$ cat src/rtl/config_bus_arbiter_if.sv
// Requester, config-bus and response signals of config_bus_arbiter.
// The slave modport is the arbiter's view; master is the surrounding system.
interface config_bus_arbiter_if #(
  parameter int addr_size    = 4,
  parameter int payload_size = 8,
  parameter int NUM_REQ      = 2
);
  localparam int W    = addr_size + payload_size + 1;
  localparam int ID_W = (NUM_REQ > 1) ? $clog2(NUM_REQ) : 1;

  logic [NUM_REQ-1:0]   req_val;
  logic [NUM_REQ-1:0]   req_rdy;
  logic [NUM_REQ*W-1:0] req_msg;
  logic [W-1:0]         cfg_send_msg;
  logic [W-1:0]         cfg_rec_msg;
  logic                 resp_val;
  logic                 resp_rdy;
  logic [ID_W-1:0]      resp_id;
  logic [W-1:0]         resp_msg;

  modport master (
    output req_val, req_msg, cfg_rec_msg, resp_rdy,
    input  req_rdy, cfg_send_msg, resp_val, resp_id, resp_msg
  );

  modport slave (
    input  req_val, req_msg, cfg_rec_msg, resp_rdy,
    output req_rdy, cfg_send_msg, resp_val, resp_id, resp_msg
  );
endinterface

$ cat src/rtl/config_bus_arbiter.sv
// Round-robin arbiter sharing one config-register bus between NUM_REQ requesters,
// with one outstanding transaction, acknowledge timeout and a single response port.
module config_bus_arbiter #(
  parameter int addr_size    = 4,
  parameter int payload_size = 8,
  parameter int NUM_REQ      = 2,
  parameter int TIMEOUT      = 4
) (
  input  logic                 clk,
  input  logic                 reset,
  config_bus_arbiter_if.slave  bus
);
  localparam int W     = addr_size + payload_size + 1;
  localparam int ID_W  = (NUM_REQ > 1) ? $clog2(NUM_REQ) : 1;
  localparam int IDX_W = ID_W + 1;
  localparam int CNT_W = $clog2(TIMEOUT);

  typedef enum logic [1:0] {IDLE, ISSUE, WAIT, RESP} state_t;

  state_t               state;
  logic [ID_W-1:0]      last_grant;
  logic [ID_W-1:0]      grant;
  logic [addr_size-1:0] addr_q;
  logic [CNT_W-1:0]     cnt;
  logic [W-1:0]         send_q;
  logic [W-1:0]         resp_msg_q;
  logic                 resp_val_q;
  logic [ID_W-1:0]      resp_id_q;

  logic                 grant_found;
  logic [ID_W-1:0]      grant_idx;
  logic [IDX_W-1:0]     idx;
  logic [W-1:0]         sel_msg;
  logic [NUM_REQ-1:0]   rdy;
  logic                 hit;

  // Search upward from the requester after the last one served, wrapping once.
  always_comb begin
    // NOTE: every variable gets a default first so no path leaves it unassigned (no latch).
    grant_found = 1'b0;
    grant_idx   = '0;
    idx         = '0;
    for (int i = 1; i <= NUM_REQ; i++) begin
      idx = {1'b0, last_grant} + IDX_W'(i);
      if (idx >= IDX_W'(NUM_REQ)) idx = idx - IDX_W'(NUM_REQ);
      if (!grant_found && bus.req_val[idx[ID_W-1:0]]) begin
        grant_found = 1'b1;
        grant_idx   = idx[ID_W-1:0];
      end
    end
  end

  assign sel_msg = bus.req_msg[grant_idx*W +: W];

  always_comb begin
    rdy = '0;
    if (!reset && state == IDLE && grant_found) rdy[grant_idx] = 1'b1;
  end

  assign hit = bus.cfg_rec_msg[payload_size] &&
               (bus.cfg_rec_msg[W-1 -: addr_size] == addr_q);

  // NOTE: sequential state uses non-blocking assignments so every register samples pre-edge values.
  always_ff @(posedge clk or posedge reset) begin
    if (reset) begin
      state      <= IDLE;
      last_grant <= ID_W'(NUM_REQ - 1);
      grant      <= '0;
      addr_q     <= '0;
      cnt        <= '0;
      send_q     <= '0;
      resp_msg_q <= '0;
      resp_val_q <= 1'b0;
      resp_id_q  <= '0;
    end else begin
      case (state)
        IDLE: begin
          if (grant_found) begin
            grant  <= grant_idx;
            addr_q <= sel_msg[W-1 -: addr_size];
            if (sel_msg[payload_size]) begin
              send_q <= sel_msg;
              state  <= ISSUE;
            end else begin
              // Reads never touch the bus; they answer immediately with a failed, empty response.
              resp_msg_q <= {sel_msg[W-1 -: addr_size], 1'b0, {payload_size{1'b0}}};
              resp_val_q <= 1'b1;
              resp_id_q  <= grant_idx;
              state      <= RESP;
            end
          end
        end
        ISSUE: begin
          send_q <= '0;
          cnt    <= '0;
          state  <= WAIT;
        end
        WAIT: begin
          if (hit) begin
            resp_msg_q <= bus.cfg_rec_msg;
            resp_val_q <= 1'b1;
            resp_id_q  <= grant;
            state      <= RESP;
          end else if (cnt == CNT_W'(TIMEOUT - 1)) begin
            resp_msg_q <= {addr_q, 1'b0, {payload_size{1'b0}}};
            resp_val_q <= 1'b1;
            resp_id_q  <= grant;
            state      <= RESP;
          end else begin
            cnt <= cnt + 1'b1;
          end
        end
        RESP: begin
          if (bus.resp_rdy) begin
            resp_val_q <= 1'b0;
            last_grant <= grant;
            state      <= IDLE;
          end
        end
        default: state <= IDLE;
      endcase
    end
  end

  assign bus.req_rdy      = rdy;
  assign bus.cfg_send_msg = send_q;
  assign bus.resp_val     = resp_val_q;
  assign bus.resp_id      = resp_id_q;
  assign bus.resp_msg     = resp_msg_q;
endmodule

$ cat src/flat_wrapper.sv
// flat-port wrapper written by rule: the top's interface ports become plain ports
module config_bus_arbiter_flat 
#(
  parameter int addr_size    = 4,
  parameter int payload_size = 8,
  parameter int NUM_REQ      = 2,
  parameter int TIMEOUT      = 4
)
  (clk, reset, bus_req_val, bus_req_msg, bus_cfg_rec_msg, bus_resp_rdy, bus_req_rdy, bus_cfg_send_msg, bus_resp_val, bus_resp_id, bus_resp_msg);
  config_bus_arbiter_if #(.addr_size(addr_size), .payload_size(payload_size), .NUM_REQ(NUM_REQ)) bus_i ();
  input  logic clk;
  input  logic reset;
  input wire logic [$bits(bus_i.req_val)-1:0] bus_req_val;
  input wire logic [$bits(bus_i.req_msg)-1:0] bus_req_msg;
  input wire logic [$bits(bus_i.cfg_rec_msg)-1:0] bus_cfg_rec_msg;
  input wire logic [$bits(bus_i.resp_rdy)-1:0] bus_resp_rdy;
  output wire logic [$bits(bus_i.req_rdy)-1:0] bus_req_rdy;
  output wire logic [$bits(bus_i.cfg_send_msg)-1:0] bus_cfg_send_msg;
  output wire logic [$bits(bus_i.resp_val)-1:0] bus_resp_val;
  output wire logic [$bits(bus_i.resp_id)-1:0] bus_resp_id;
  output wire logic [$bits(bus_i.resp_msg)-1:0] bus_resp_msg;
  assign bus_i.req_val = bus_req_val;
  assign bus_i.req_msg = bus_req_msg;
  assign bus_i.cfg_rec_msg = bus_cfg_rec_msg;
  assign bus_i.resp_rdy = bus_resp_rdy;
  assign bus_req_rdy = bus_i.req_rdy;
  assign bus_cfg_send_msg = bus_i.cfg_send_msg;
  assign bus_resp_val = bus_i.resp_val;
  assign bus_resp_id = bus_i.resp_id;
  assign bus_resp_msg = bus_i.resp_msg;
  config_bus_arbiter #(.addr_size(addr_size), .payload_size(payload_size), .NUM_REQ(NUM_REQ), .TIMEOUT(TIMEOUT)) u_core (.clk(clk), .reset(reset), .bus(bus_i));
endmodule
$ cat config.mk
export PLATFORM = sky130hd
export DESIGN_NAME = config_bus_arbiter_flat
export DESIGN_NICKNAME = d
export VERILOG_FILES = /design/src/rtl/config_bus_arbiter_if.sv /design/src/rtl/config_bus_arbiter.sv /design/src/flat_wrapper.sv
export SDC_FILE = /design/constraint.sdc
export NUM_CORES = 1
export LEC_CHECK = 0
export CAP_MARGIN = 20
export CORE_MARGIN = 2
export CORE_UTILIZATION = 47
export DETAILED_ROUTE_END_ITERATION = 10
export GPL_TIMING_DRIVEN = 0
export HOLD_SLACK_MARGIN = 0.08
export PLACE_DENSITY = 0.85
export SLEW_MARGIN = 10
export SYNTH_ARGS = -nofsm -noshare
export SYNTH_HDL_FRONTEND = slang
export SYNTH_SLANG_ARGS = --single-unit
$ cat constraint.sdc
create_clock -name clk -period 4.9 [get_ports clk]
set_input_delay 0.735 -clock clk [delete_from_list [all_inputs] [get_ports clk]]
set_output_delay 0.735 -clock clk [all_outputs]
set_load 0.005 [all_outputs]
==> flow_summary.json <==
{
  "clk_pin_slew_worst_paths_ns": 0.08,
  "setup_violations": 0,
  "worstSetupPathType": "primary input to output port",
  "hold_viol": 0,
  "synthFlopType": "dfrtp_1",
  "hpwl_microns": 3480,
  "cts.sinks": 38,
  "syn_to_final_growth_pct": 46.5,
  "async_reset_ff_share_pct": 100,
  "boundaryPins": 74,
  "route.vias.total": 1569,
  "drc": 0,
  "core_sq_um": 3940,
  "p_leak_nw": 1.20,
  "cap_violations": 0,
  "antenna_cells": 0,
  "fmax_mhz": 284,
  "antenna_found_initial": 0,
  "final_cell_mix": "73 x clkdlybuf4s50_1, 37 x dfrtp_1, 15 x nand2_1",
  "p_seq_share_pct": 35.3,
  "numPortBuffers": 73,
  "p_int_mw": 0.953,
  "fin_worst_skew_ns": 0.00660,
  "synth_top_family_by_area": "compound AO/OA/AOI/OAI gates",
  "reg2reg_from": "u_core.state[0]$_DFFE_PP0P_",
  "drv_slew": 0,
  "ys_seq_area_share_pct": 50.5,
  "cp.arrival_ns": 2.78,
  "synth_top_cell_area_share_pct": 49.1,
  "syn_nets": 210,
  "yosysUniqueCellTypes": 36,
  "clockPowerShare_pct": 14.1,
  "synth_xor_area_share_pct": 1.86,
  "cts_tree": "yes",
  "grt_setup_unrepaired": "no",
  "fin_setup_tns_ns": 0,
  "wl_per_cell_microns": 15.9,
  "synthMuxAreaShare_pct": 10.7,
  "synth.yosys.warnings": 0,
  "worstSetupEndpoint": "bus_req_rdy[1]",
  "die_w_microns": 67.3,
  "initialDrtViolationCount": 59,
  "r2r-end": "u_core.bus.resp_msg[10]$_DFFE_PP0P_",
  "clk_latency_ns": 0.29,
  "status": "finished, final reports clean",
  "period_share_pct": 71.8,
  "rrSetupSlack_ns": 2.71,
  "ant_nets": 0,
  "syn_avg_cell_area_sq_um": 11.8,
  "clockBufferDepth": 2,
  "cts-root-buf": "clkbuf_8",
  "cts-buffers-inserted": 5,
  "rr_worst_depth": 8,
  "netSwitchingFraction_pct": 36.2,
  "synthAdderAreaFrac_pct": 3.98,
  "start_util_pct": 47.8,
  "crit_path_start": "bus_req_val[1]",
  "synth_area_sq_um": 1890,
  "die_h_microns": 67.3,
  "vdd_ir_drop_max_v": 0.000273,
  "grt_pass1_vias": 1569,
  "cts_hold_buffers": 0,
  "drive_gt1_share_pct": 10.8,
  "wirelength_microns": 4610,
  "cp_max_fo": 10,
  "cp-end-kind": "output port",
  "cts-resized-gates": 0,
  "grt_max_degree": 39,
  "gp_congestion": 0.828,
  "hp-class": "register to register",
  "synth-edff-count": 0,
  "dieArea_sq_um": 4530,
  "powerDensity_nw_per_um2": 541,
  "final_common_cell": "clkdlybuf4s50_1",
  "period_needed_ns": 3.52,
  "fin_nets": 290,
  "cts_setup_buffers": 0,
  "first_pass_iters": 4,
  "grt_overflow": 0,
  "fill_cells": 301,
  "switchingPower_mw": 0.542,
  "synthTopCellsByArea": "dfrtp_1 49%, mux2i_1 6.4%, o2bb2ai_1 5.6%, a22o_1 4.2%, ha_1 4.0%",
  "syn-instance-count": 160,
  "grt_usage_pct": 22.0,
  "slew_headroom_pct": 47.5,
  "tightest_slew_ns": 0.786,
  "synth_seq_cells": 38,
  "worstSetupStartpointType": "primary input",
  "grt_pass1_wl_microns": 7270,
  "place_area_sq_um": 2680,
  "yosys.area.top_type": "dfrtp_1",
  "crit_required_ns": 4.16,
  "pwr-share-comb_pct": 50.6,
  "rows": 23,
  "synth_compound_area_share_pct": 21.6,
  "drt-vias-per-instance": 5.41,
  "ctsHtreeMaxLevel": 2,
  "final_area_sq_um": 2760,
  "synthSimpleGateAreaFrac_pct": 7.23
}
layer usage:
metal	up-vias	track usage, %	share of wire [%]
li1	745	-	-
met1	757	26.2	41
met2	59	36.6	49
met3	8	8.00	7.7
met4	0	7.65	1.7
met5	-	0	0
power by group through the flow:
stage	clock network [mW]	registers, mW	logic, mW
global route	0.227	0.544	0.830
detailed placement	0	0.530	0.760
CTS	0.214	0.528	0.763
floorplan	0	0.525	0.435
finish	0.211	0.528	0.757
global placement	0	0.526	0.733
worst max-delay path, stage by stage:
cell             delay, ns
clkdlybuf4s50_1       0.53
a21bo_1               0.23
buf_6                 0.14
clkbuf_1              0.30
nor3_1                0.30
clkdlybuf4s50_1       0.55
flip-flops by register name, summed over array words and instances, names as in the netlist:
name                     flops
u_core.bus.resp_msg         13
u_core.bus.resp_id           1
u_core.bus.resp_val          1
u_core.cnt                   2
u_core.last_grant            1
u_core.grant                 1
u_core.state                 2
u_core.addr_q                4
u_core.bus.cfg_send_msg     13
per-stage QoR:
step	setup WS [ns]	power (mW)	cells	hold slack (ns)	utilization, %
3_5_place_dp	1.35	1.29	283	0.465	67.9
3_3_place_gp	1.37	1.26	283	0.459	67.9
2_1_floorplan	2.60	0.960	160	0.474	-
5_1_grt	1.23	1.60	290	0.489	70.1
6_report	1.38	1.49	290	0.481	70.1
4_1_cts	1.34	1.51	290	0.482	70.1
layout make-up:
| class | count | area, sq um | share of cell area [%] |
|---|---|---|---|
| buffer | 10 | 53.8 | 1.95 |
| clock buffer | 5 | 68.8 | 2.49 |
| clock inverter | 2 | 15.0 | 0.543 |
| inverter | 6 | 22.5 | 0.815 |
| multi-input combinational | 106 | 857 | 31.0 |
| sequential | 38 | 952 | 34.5 |
| tap | 50 | 62.6 | 2.26 |
| timing repair buffer | 73 | 731 | 26.4 |
worst min path at each step:
stage / from / depth (start not counted) / endpoint / slack [ns]
2_1_floorplan: u_core.bus.resp_msg[8]$_DFFE_PP0P_ / 1 / u_core.bus.resp_msg[8]$_DFFE_PP0P_ / 0.47
3_3_place_gp: u_core.bus.resp_msg[8]$_DFFE_PP0P_ / 1 / u_core.bus.resp_msg[8]$_DFFE_PP0P_ / 0.46
3_5_place_dp: u_core.bus.resp_msg[8]$_DFFE_PP0P_ / 1 / u_core.bus.resp_msg[8]$_DFFE_PP0P_ / 0.46
4_1_cts: u_core.bus.resp_msg[8]$_DFFE_PP0P_ / 1 / u_core.bus.resp_msg[8]$_DFFE_PP0P_ / 0.48
5_1_grt: u_core.bus.resp_msg[8]$_DFFE_PP0P_ / 1 / u_core.bus.resp_msg[8]$_DFFE_PP0P_ / 0.49
6_report: u_core.bus.resp_msg[8]$_DFFE_PP0P_ / 1 / u_core.bus.resp_msg[8]$_DFFE_PP0P_ / 0.48
cell usage after synthesis, types with 2 or more instances:
cell type   n
o2bb2ai_1  12
mux2i_1    12
o221ai_1    3
o21ai_0    12
a22o_1      9
a21o_1      2
nor3_1      2
ha_1        6
buf_6       2
clkbuf_1    7
dfrtp_1    37
xor2_1      3
nand2_1    15
nor2_1      2
inv_1       6
nor2b_1     3
nand4_1     3
mux2_2      6
cell families after synthesis:
family                   Yosys count
AO/OA/AOI/OAI                     49
flip-flops                        38
AND/OR/NAND/NOR                   28
multiplexers                      19
buffers and inverters             16
adder cells (fa/ha/maj)            6
XOR/XNOR                           4
No activity file was read; power rests on OpenSTA's default activity.
